### config.mk
export PLATFORM = sky130hd
export DESIGN_NAME = french_stim_gen
export DESIGN_NICKNAME = d
export VERILOG_FILES = /design/src/rtl/french_pkg.sv /design/src/rtl/french_lfsr16.sv /design/src/rtl/french_stim_gen.sv
export SDC_FILE = /design/constraint.sdc
export NUM_CORES = 1
export LEC_CHECK = 0
export BUFFER_PORTS_ARGS = -buffer_cell sky130_fd_sc_hd__clkbuf_2
export CORE_ASPECT_RATIO = 2
export CORE_MARGIN = 8
export CORE_UTILIZATION = 30
export CTS_CLUSTER_SIZE = 30
export DETAILED_ROUTE_END_ITERATION = 6
export SLEW_MARGIN = 5
export SYNTH_ARGS = -nofsm -noshare
export SYNTH_HDL_FRONTEND = slang
export SYNTH_SLANG_ARGS = --single-unit
### constraint.sdc
create_clock -name CLK -period 2.09 [get_ports CLK]
set_clock_uncertainty 0.1 [all_clocks]
set_input_delay 0.3135 -clock CLK [delete_from_list [all_inputs] [get_ports CLK]]
set_output_delay 0.3135 -clock CLK [all_outputs]
set_load 0.03 [all_outputs]
### src/rtl/french_pkg.sv
// ---------------------------------------------------------------------------
// french_pkg
// Shared types and constants for the enemy-object stimulus generator.
//   - dirT      : movement direction as decoded by the mover
//   - stateT    : tick FSM state
//   - baseCode  : first code of each direction band (0/4/8/12)
//   - dirCode   : base code plus a 2-bit jitter taken from the LFSR
//   - lfsrStep  : one Galois right-shift step of the 16-bit LFSR
// ---------------------------------------------------------------------------
package french_pkg;

   localparam int          COORD_W   = 11;
   localparam logic [15:0] LFSR_POLY = 16'hB400;

   typedef enum logic [1:0] {
      DIR_UP    = 2'd0,
      DIR_DOWN  = 2'd1,
      DIR_RIGHT = 2'd2,
      DIR_LEFT  = 2'd3
   } dirT;

   localparam logic [3:0] CODE_UP    = 4'd0;
   localparam logic [3:0] CODE_DOWN  = 4'd4;
   localparam logic [3:0] CODE_RIGHT = 4'd8;
   localparam logic [3:0] CODE_LEFT  = 4'd12;

   typedef enum logic [1:0] {
      IDLE  = 2'd0,
      COUNT = 2'd1,
      DRAW  = 2'd2,
      FIRE  = 2'd3
   } stateT;

   function automatic logic [3:0] baseCode(input dirT dir);
      logic [3:0] code;
      case (dir)
         DIR_UP:    code = CODE_UP;
         DIR_DOWN:  code = CODE_DOWN;
         DIR_RIGHT: code = CODE_RIGHT;
         default:   code = CODE_LEFT;
      endcase
      return code;
   endfunction

   function automatic logic [3:0] dirCode(input dirT dir, input logic [1:0] jitter);
      return baseCode(dir) + {2'b00, jitter};
   endfunction

   function automatic logic [15:0] lfsrStep(input logic [15:0] s);
      return (s >> 1) ^ (s[0] ? LFSR_POLY : 16'h0000);
   endfunction

endpackage

### src/rtl/french_lfsr16.sv
// ---------------------------------------------------------------------------
// french_lfsr16
// Free-running 16-bit Galois LFSR with a synchronous seed load.
// A zero seed is replaced by SEED so the register can never lock up at 0.
// Ports:
//   CLK, RESETn   : clock, asynchronous active-low reset
//   seed_load_i   : load seed_i this cycle instead of advancing
//   seed_i [15:0] : seed value
//   lfsr_o [15:0] : current LFSR state
// ---------------------------------------------------------------------------
module french_lfsr16
   import french_pkg::*;
#(
   parameter logic [15:0] SEED = 16'hACE1
) (
   input  logic        CLK,
   input  logic        RESETn,
   input  logic        seed_load_i,
   input  logic [15:0] seed_i,
   output logic [15:0] lfsr_o
);

   logic [15:0] lfsr_q;
   logic [15:0] lfsr_d;

   // Advance every cycle; a seed load takes priority over the step.
   always_comb begin
      lfsr_d = lfsrStep(lfsr_q);
      if (seed_load_i) begin
         lfsr_d = (seed_i == 16'h0000) ? SEED : seed_i;
      end
   end

   // LFSR state register.
   always_ff @(posedge CLK or negedge RESETn) begin
      if (!RESETn) begin
         lfsr_q <= SEED;
      end else begin
         lfsr_q <= lfsr_d;
      end
   end

   assign lfsr_o = lfsr_q;

endmodule

### src/rtl/french_stim_gen.sv
// ---------------------------------------------------------------------------
// french_stim_gen
// Produces the periodic timer_done strobe and 4-bit random direction code
// consumed by the enemy-object mover (0-3 UP, 4-7 DOWN, 8-11 RIGHT, 12-15 LEFT).
// Optional chase mode: define FRENCH_CHASE_EN to bias draws toward the frog.
// Ports:
//   CLK, RESETn          : clock, asynchronous active-low reset
//   enable               : game running; low freezes tick generation
//   seed_load, seed_in   : one-cycle LFSR seed load
//   frog_x/y, obj_x/y    : coordinates (used only in chase mode)
//   timer_done           : one-cycle tick strobe, every TICK_DIV cycles
//   random               : direction code, changes only with timer_done
// ---------------------------------------------------------------------------
module french_stim_gen
   import french_pkg::*;
#(
   parameter int          TICK_DIV  = 833333,
   parameter logic [15:0] LFSR_SEED = 16'hACE1,
   parameter int          CHASE_NUM = 3
) (
   input  logic               CLK,
   input  logic               RESETn,
   input  logic               enable,
   input  logic               seed_load,
   input  logic [15:0]        seed_in,
   input  logic [COORD_W-1:0] frog_x,
   input  logic [COORD_W-1:0] frog_y,
   input  logic [COORD_W-1:0] obj_x,
   input  logic [COORD_W-1:0] obj_y,
   output logic               timer_done,
   output logic [3:0]         random
);

   // COUNT lasts TICK_DIV-2 cycles, DRAW and FIRE one each: period TICK_DIV.
   localparam int               CNT_W      = $clog2(TICK_DIV);
   localparam logic [CNT_W-1:0] CNT_RELOAD = CNT_W'(TICK_DIV - 3);

   stateT            state_q,     state_d;
   logic [CNT_W-1:0] tickCnt_q,   tickCnt_d;
   logic [3:0]       codeNxt_q,   codeNxt_d;
   logic [3:0]       random_q,    random_d;
   logic             timerDone_q, timerDone_d;
   logic [15:0]      lfsrVal;
   logic [3:0]       codeSel;

   french_lfsr16 #(
      .SEED (LFSR_SEED)
   ) uLfsr (
      .CLK         (CLK),
      .RESETn      (RESETn),
      .seed_load_i (seed_load),
      .seed_i      (seed_in),
      .lfsr_o      (lfsrVal)
   );

`ifdef FRENCH_CHASE_EN
   logic signed [11:0] dx, dy;
   logic        [11:0] absDx, absDy;
   logic               chaseHit;
   logic               unusedLfsrBits;

   // Chase draw: step along the dominant axis toward the frog (Y grows
   // downward); the low LFSR bits keep the code varied within its band.
   always_comb begin
      dx       = $signed({1'b0, frog_x}) - $signed({1'b0, obj_x});
      dy       = $signed({1'b0, frog_y}) - $signed({1'b0, obj_y});
      absDx    = dx[11] ? 12'(-dx) : 12'(dx);
      absDy    = dy[11] ? 12'(-dy) : 12'(dy);
      chaseHit = ({29'd0, lfsrVal[2:0]} < CHASE_NUM);
      codeSel  = lfsrVal[15:12];
      if (chaseHit) begin
         if ((absDx >= absDy) && (dx != 12'sd0)) begin
            codeSel = dirCode(dx[11] ? DIR_LEFT : DIR_RIGHT, lfsrVal[4:3]);
         end else if (dy != 12'sd0) begin
            codeSel = dirCode(dy[11] ? DIR_UP : DIR_DOWN, lfsrVal[4:3]);
         end
      end
   end

   assign unusedLfsrBits = ^lfsrVal[11:5];
`else
   logic unusedChase;

   assign codeSel     = lfsrVal[15:12];
   assign unusedChase = ^{frog_x, frog_y, obj_x, obj_y, lfsrVal[11:0]};
`endif

   // State, counter and registered outputs.
   always_ff @(posedge CLK or negedge RESETn) begin
      if (!RESETn) begin
         state_q     <= IDLE;
         tickCnt_q   <= '0;
         codeNxt_q   <= CODE_RIGHT;
         random_q    <= CODE_RIGHT;
         timerDone_q <= 1'b0;
      end else begin
         state_q     <= state_d;
         tickCnt_q   <= tickCnt_d;
         codeNxt_q   <= codeNxt_d;
         random_q    <= random_d;
         timerDone_q <= timerDone_d;
      end
   end

   // Next state and tick counter; enable low always falls back to IDLE,
   // but FIRE still completes its pulse first.
   always_comb begin
      state_d   = state_q;
      tickCnt_d = tickCnt_q;
      case (state_q)
         IDLE: begin
            tickCnt_d = '0;
            if (enable) begin
               state_d   = COUNT;
               tickCnt_d = CNT_RELOAD;
            end
         end
         COUNT: begin
            if (!enable) begin
               state_d   = IDLE;
               tickCnt_d = '0;
            end else if (tickCnt_q == '0) begin
               state_d = DRAW;
            end else begin
               tickCnt_d = tickCnt_q - 1'b1;
            end
         end
         DRAW: begin
            state_d = enable ? FIRE : IDLE;
         end
         FIRE: begin
            if (enable) begin
               state_d   = COUNT;
               tickCnt_d = CNT_RELOAD;
            end else begin
               state_d   = IDLE;
               tickCnt_d = '0;
            end
         end
         default: begin
            state_d   = IDLE;
            tickCnt_d = '0;
         end
      endcase
   end

   // Output values: the code is drawn in DRAW and published together with
   // the strobe on the edge that leaves FIRE.
   always_comb begin
      codeNxt_d   = codeNxt_q;
      random_d    = random_q;
      timerDone_d = 1'b0;
      if ((state_q == DRAW) && enable) begin
         codeNxt_d = codeSel;
      end
      if (state_q == FIRE) begin
         timerDone_d = 1'b1;
         random_d    = codeNxt_q;
      end
   end

   assign timer_done = timerDone_q;
   assign random     = random_q;

endmodule

# ---- Word level (Yosys, flattened, before mapping)
# Index checks and enable logic that the tools add are counted.
dict set report op_classes {
  n_addsub 1
  n_eq_ne 6
  n_mux 14
  bitwise_logic 1
  reduce_logical 8
}
# operator n
set ops {}
lappend ops {{20-bit 2-to-1 mux} 3}
lappend ops {{16-bit 2-to-1 mux} 3}
lappend ops {{20-bit case mux with 2 select lines} 1}
lappend ops {{20-bit zero test} 1}
lappend ops {{20-bit by 1-bit subtractor with 20-bit output (second input constant)} 1}
lappend ops {{16-bit zero test} 1}
lappend ops {{15-bit by 16-bit XOR with 16-bit output} 1}
lappend ops {{2-bit 2-to-1 mux} 4}
lappend ops {{2-bit case mux with 4 select lines} 1}
lappend ops {{3-bit != test (second input constant)} 2}
lappend ops {{2-bit equality test (second input constant)} 2}
lappend ops {{2-bit AND reduction} 2}
lappend ops {{2-bit by 1-bit equality test with 1-bit output (second input constant)} 1}
lappend ops {{2-bit zero test} 1}
lappend ops {{1-bit 2-to-1 mux} 2}
lappend ops {{2-bit != test (second input constant)} 1}
lappend ops {{2-bit nonzero test} 1}
lappend ops {{2-bit OR reduction} 1}
lappend ops {{1-bit logical AND} 1}
dict set report word_totals {
  ff_bits 47
  out_inout_bits 5
  wordCells 36
}

# ---- Logic depth before layout (Yosys ltp)
dict set report depth {
  depth_word 4
  ltp_mapped 8
  ltp_nobuf 7
}

# ---- Cells and area by module
# From an unflattened synthesis, not the netlist that was laid out.
dict set report unflattened {
  hier_cells 240
  area_unflattened_um2 2479.9
}
# mod n_inst cells_each area_per_inst_um2 seq_area_each_um2
set modules_own_cells {}
lappend modules_own_cells {french_stim_gen 1 197 1809.2 778.2}
lappend modules_own_cells {french_lfsr16 1 43 670.6 410.4}

# ---- Worst setup path before layout
# OpenSTA, ideal clock, no wires.
dict set report synth_path {
  path_type {register to register}
  startpoint {reg tickCnt_q[0]}
  endpoint {reg tickCnt_q[11]}
  t_arrival_ns 1.865
  path_slack_ns -0.004
  stages_incl_launch_ff 8
  n_path_buf 0
  period_less_slack_ns 2.094
  path_cell_list {dfrtp_1 > inv_1 > ha_1 > or4b_1 > nor3_4 > a31oi_1 > nand3_1 > o31ai_1}
}
dict set report synth_via {
  elab_chain_len 4
}
# element line_no
set synth_rtl {}
lappend synth_rtl {{start: declaration} french_stim_gen.sv:39} ;# logic [CNT_W-1:0] tickCnt_q, tickCnt_d;
lappend synth_rtl {{start signal: assignment} french_stim_gen.sv:98} ;# tickCnt_q <= tickCnt_d;
lappend synth_rtl {{20-bit by 1-bit subtractor with 20-bit output} french_stim_gen.sv:125} ;# tickCnt_d = tickCnt_q - 1'b1;
lappend synth_rtl {{20-bit 2-to-1 mux} french_stim_gen.sv:122} ;# end else if (tickCnt_q == '0) begin
lappend synth_rtl {{20-bit 2-to-1 mux} french_stim_gen.sv:119} ;# if (!enable) begin
lappend synth_rtl {{20-bit case mux with 2 select lines} french_stim_gen.sv:110} ;# case (state_q)
# Several ways; a longest one is shown, not always the timed one. The select of a mux whose other input is x is not followed.
# A chain may end at the register's enable or synchronous reset.

# ---- Worst setup path after layout
dict set report layout_path {
  startpoint {reg tickCnt_q[1]}
  endpoint {reg tickCnt_q[12]}
}
# Same word-level chain as after synthesis.

==> reports/metrics.csv <==
stage,metric,value,unit
outcome,status,"complete, but fails checks",
outcome,violations,setup timing,
placed_design,place.gp.congestion,0.926,
power_and_ir_drop,p_leak,1.44,nW
clocking,clk_path_buf_depth,2,
detailed_routing,dr_total_vias,2184,
logic_synthesis,synthDominantCellAreaShare,38.2,%
critical_path,slowest_stage,or4b_4,
finish,syn2layout_area_growth,35.8,%
clocking,cts_buffers,5,
finish,final_nets,373,
clocking,clock-root-buffer,clkbuf_16,
logic_synthesis,ys_ff_latch,47,
detailed_routing,avgViaCountPerCell,5.49,
die,die_height,143,µm
critical_path,path_common_cell,a21oi_2,
critical_path,worstPathCellList,inv_2 -> ha_4 -> or4b_4 -> nor3_4 -> buf_6 -> a41oi_4 -> a21oi_2 -> a21oi_2,
critical_path,cp-start-kind,register,
critical_path,max_stage_delay,0.49,ns
sta,tightest_slew,0.510,ns
logic_synthesis,yosys-top-cells-area,"dfrtp_1 38%, dfstp_2 11%, mux2_2 7.0%",
clocking,cts_sinks,47,
die,io_pins,69,
critical_path,critPathArrivalTime,2.24,ns
clocking,path_clk_slew,0.07,ns
detailed_routing,drc,0,
placed_design,post-dp-hpwl,5110,µm
sta,rsz0062_at_grt,yes,
power_and_ir_drop,vdd_drop_max,0.647,mV
clocking,htreeDepth,2,
finish,n_antenna_cell,0,
logic_synthesis,syn_area,2430,µm²
sta,finalSetupViolCount,9,
detailed_routing,postRouteWirelength,6920,µm
logic_synthesis,seq_area_frac_synth,49.0,%
finish,fin_area,3300,µm²
clocking,worstSkewPairLatency,0.30,ns
logic_synthesis,ys_types,43,
logic_synthesis,synth_area_per_cell,10.3,µm²
finish,fillCellCount,747,
placed_design,io_buffers,24,
die,die_x,79.6,µm
global_routing,overflow,0,
logic_synthesis,yosysTopAreaCell,dfrtp_1,
sta,setup_ws,-0.0910,ns
critical_path,regToRegStartpoint,tickCnt_q[1],
critical_path,crit_path_end,tickCnt_q[12],
critical_path,path_delay_family,simple AND/OR/NAND/NOR gates,
critical_path,crit_cells,8,
global_routing,antenna_found_initial,0,
detailed_routing,dr.pass1.iters,4,
job,maxCapViolations,0,
global_routing,grt_max_degree,22,
sta,max_freq,458,MHz
critical_path,worstPathMaxFanout,8,
finish,layout_common_cells,"37 x dfrtp_1, 36 x buf_4, 24 x clkbuf_2",
logic_synthesis,synth_edf_count,0,
finish,final_common_cell,dfrtp_1,
die,core_area,7890,µm²
critical_path,rrSetupSlack,-0.09,ns
die,dieArea,11400,µm²
placed_design,dpl_cell_area,2940,µm²
sta,fin_crit,2.18,ns
die,rows,46,
clocking,cts_tree,yes,
logic_synthesis,ys.flop_type,dfrtp_1,
finish,drive_gt1_share,43.7,%
global_routing,track_usage,12.8,%
global_routing,grt_pass1_wl,11500,µm
global_routing,grt_pass1_vias,2449,
critical_path,crit_type,reg -> reg,
logic_synthesis,ys_async_sr_fraction,100,%
critical_path,cp_num_buf_inv,2,
detailed_routing,drtIter0Drc,142,
power_and_ir_drop,p_per_area,1150,nW/µm²
logic_synthesis,synth_cells,235,
logic_synthesis,syn_nets,307,
sta,slew_headroom,66.0,%
sta,finalCritPeriodShare,104,%
critical_path,r2r_cells,8,
detailed_routing,wl_per_cell,17.4,µm
logic_synthesis,synth_warnings,0,
critical_path,cp-startpoint,tickCnt_q[1],
placed_design,place_ws,-0.149,ns
sta,slew_violations,0,
die,start_util,30.8,%
critical_path,rr_endpoint,tickCnt_q[12],
detailed_routing,ant_nets,0,
sta,fin_tns_setup,-0.250,ns
critical_path,worstPathRequired,2.15,ns
critical_path,cp-end-kind,register,
min_path,hp-class,in -> reg,
sta,hold_violations,0,
finish,final_util,41.8,%
==> report_power, final <==
part | total, mW | switching (mW) | internal, mW
clock network | 0.808 | 0.366 | 0.442
registers | 1.23 | 0.140 | 1.09
logic | 1.76 | 0.952 | 0.806
total | 3.80 | 1.46 | 2.34
==> worst min path at each step <==
stage | startpoint | end | slack [ns] | cells past startpoint
floorplan | RESETn | codeNxt_q[0] | -0.08 | 0
global placement | RESETn | tickCnt_q[2] | 0.22 | 1
detailed placement | RESETn | tickCnt_q[2] | 0.21 | 1
CTS | seed_in[7] | uLfsr.lfsr_o[7] | 0.15 | 2
global route | seed_in[7] | uLfsr.lfsr_o[7] | 0.15 | 2
finish | seed_in[7] | uLfsr.lfsr_o[7] | 0.15 | 2
==> per-layer routing <==
metal	vias to the layer above	wire length (µm)	track usage [%]
met4	0	316	7.47
met3	27	303	3.21
li1	1014	-	-
met5	-	0	0
met2	82	3910	24.1
met1	1061	2390	11.8
==> per-stage QoR <==
stage / cells / hold WS [ns] / total power [mW]
after global routing: 398 / 0.149 / 4.02
after detailed placement: 385 / 0.212 / 2.73
final: 398 / 0.154 / 3.80
after CTS: 398 / 0.149 / 3.68
after global placement: 385 / 0.218 / 2.69
after floorplan: 235 / -0.0821 / 2.05
==> synth_stat cells (4+ instances only) <==
| master | n |
|---|---|
| o21ai_1 | 11 |
| nand3_1 | 9 |
| nand4_1 | 4 |
| o41ai_1 | 4 |
| mux2_2 | 15 |
| a21oi_1 | 20 |
| nor4_1 | 7 |
| nor2_1 | 17 |
| inv_1 | 5 |
| o31ai_1 | 6 |
| clkbuf_1 | 7 |
| dfstp_2 | 10 |
| dfrtp_1 | 37 |
| ha_1 | 8 |
| o22a_1 | 8 |
| nand2_1 | 15 |
| nor3_1 | 7 |
| o21ai_0 | 9 |
==> final cells by class <==
cell class	instances	area [µm²]	area share, %
flip-flops and latches	47	1190	36.1
multi-input cells	174	1320	40.0
repair buffers	68	504	15.3
clock inverters	3	20.0	0.607
inverters	5	18.8	0.569
clock buffers	5	125	3.80
well taps	96	120	3.64
==> sequential cells by signal, summed over array words and instances, names as in the netlist <==
signal	flops
codeNxt_q	4
timer_done	1
state_q	2
uLfsr.lfsr_o	16
random	4
tickCnt_q	20
==> repair_timing <==
item | CTS | global route
endpoints found under the setup margin | 20 | 22
endpoints found under the hold margin | 16 | 0
gates resized for setup | 22 | 15
hold buffers | 1 | 0
pin swaps | 11 | 11
cloned | 1 | 0
setup buffers | 3 | 1
==> cells by family after synthesis <==
family / share of synthesized area, %
xor+xnor: 1.08
mux: 8.20
flops: 49.0
fa+ha+maj: 4.13
buf+inv: 2.27
compound gates: 18.1
simple gates: 17.3
(Power assumes the default switching activity.)
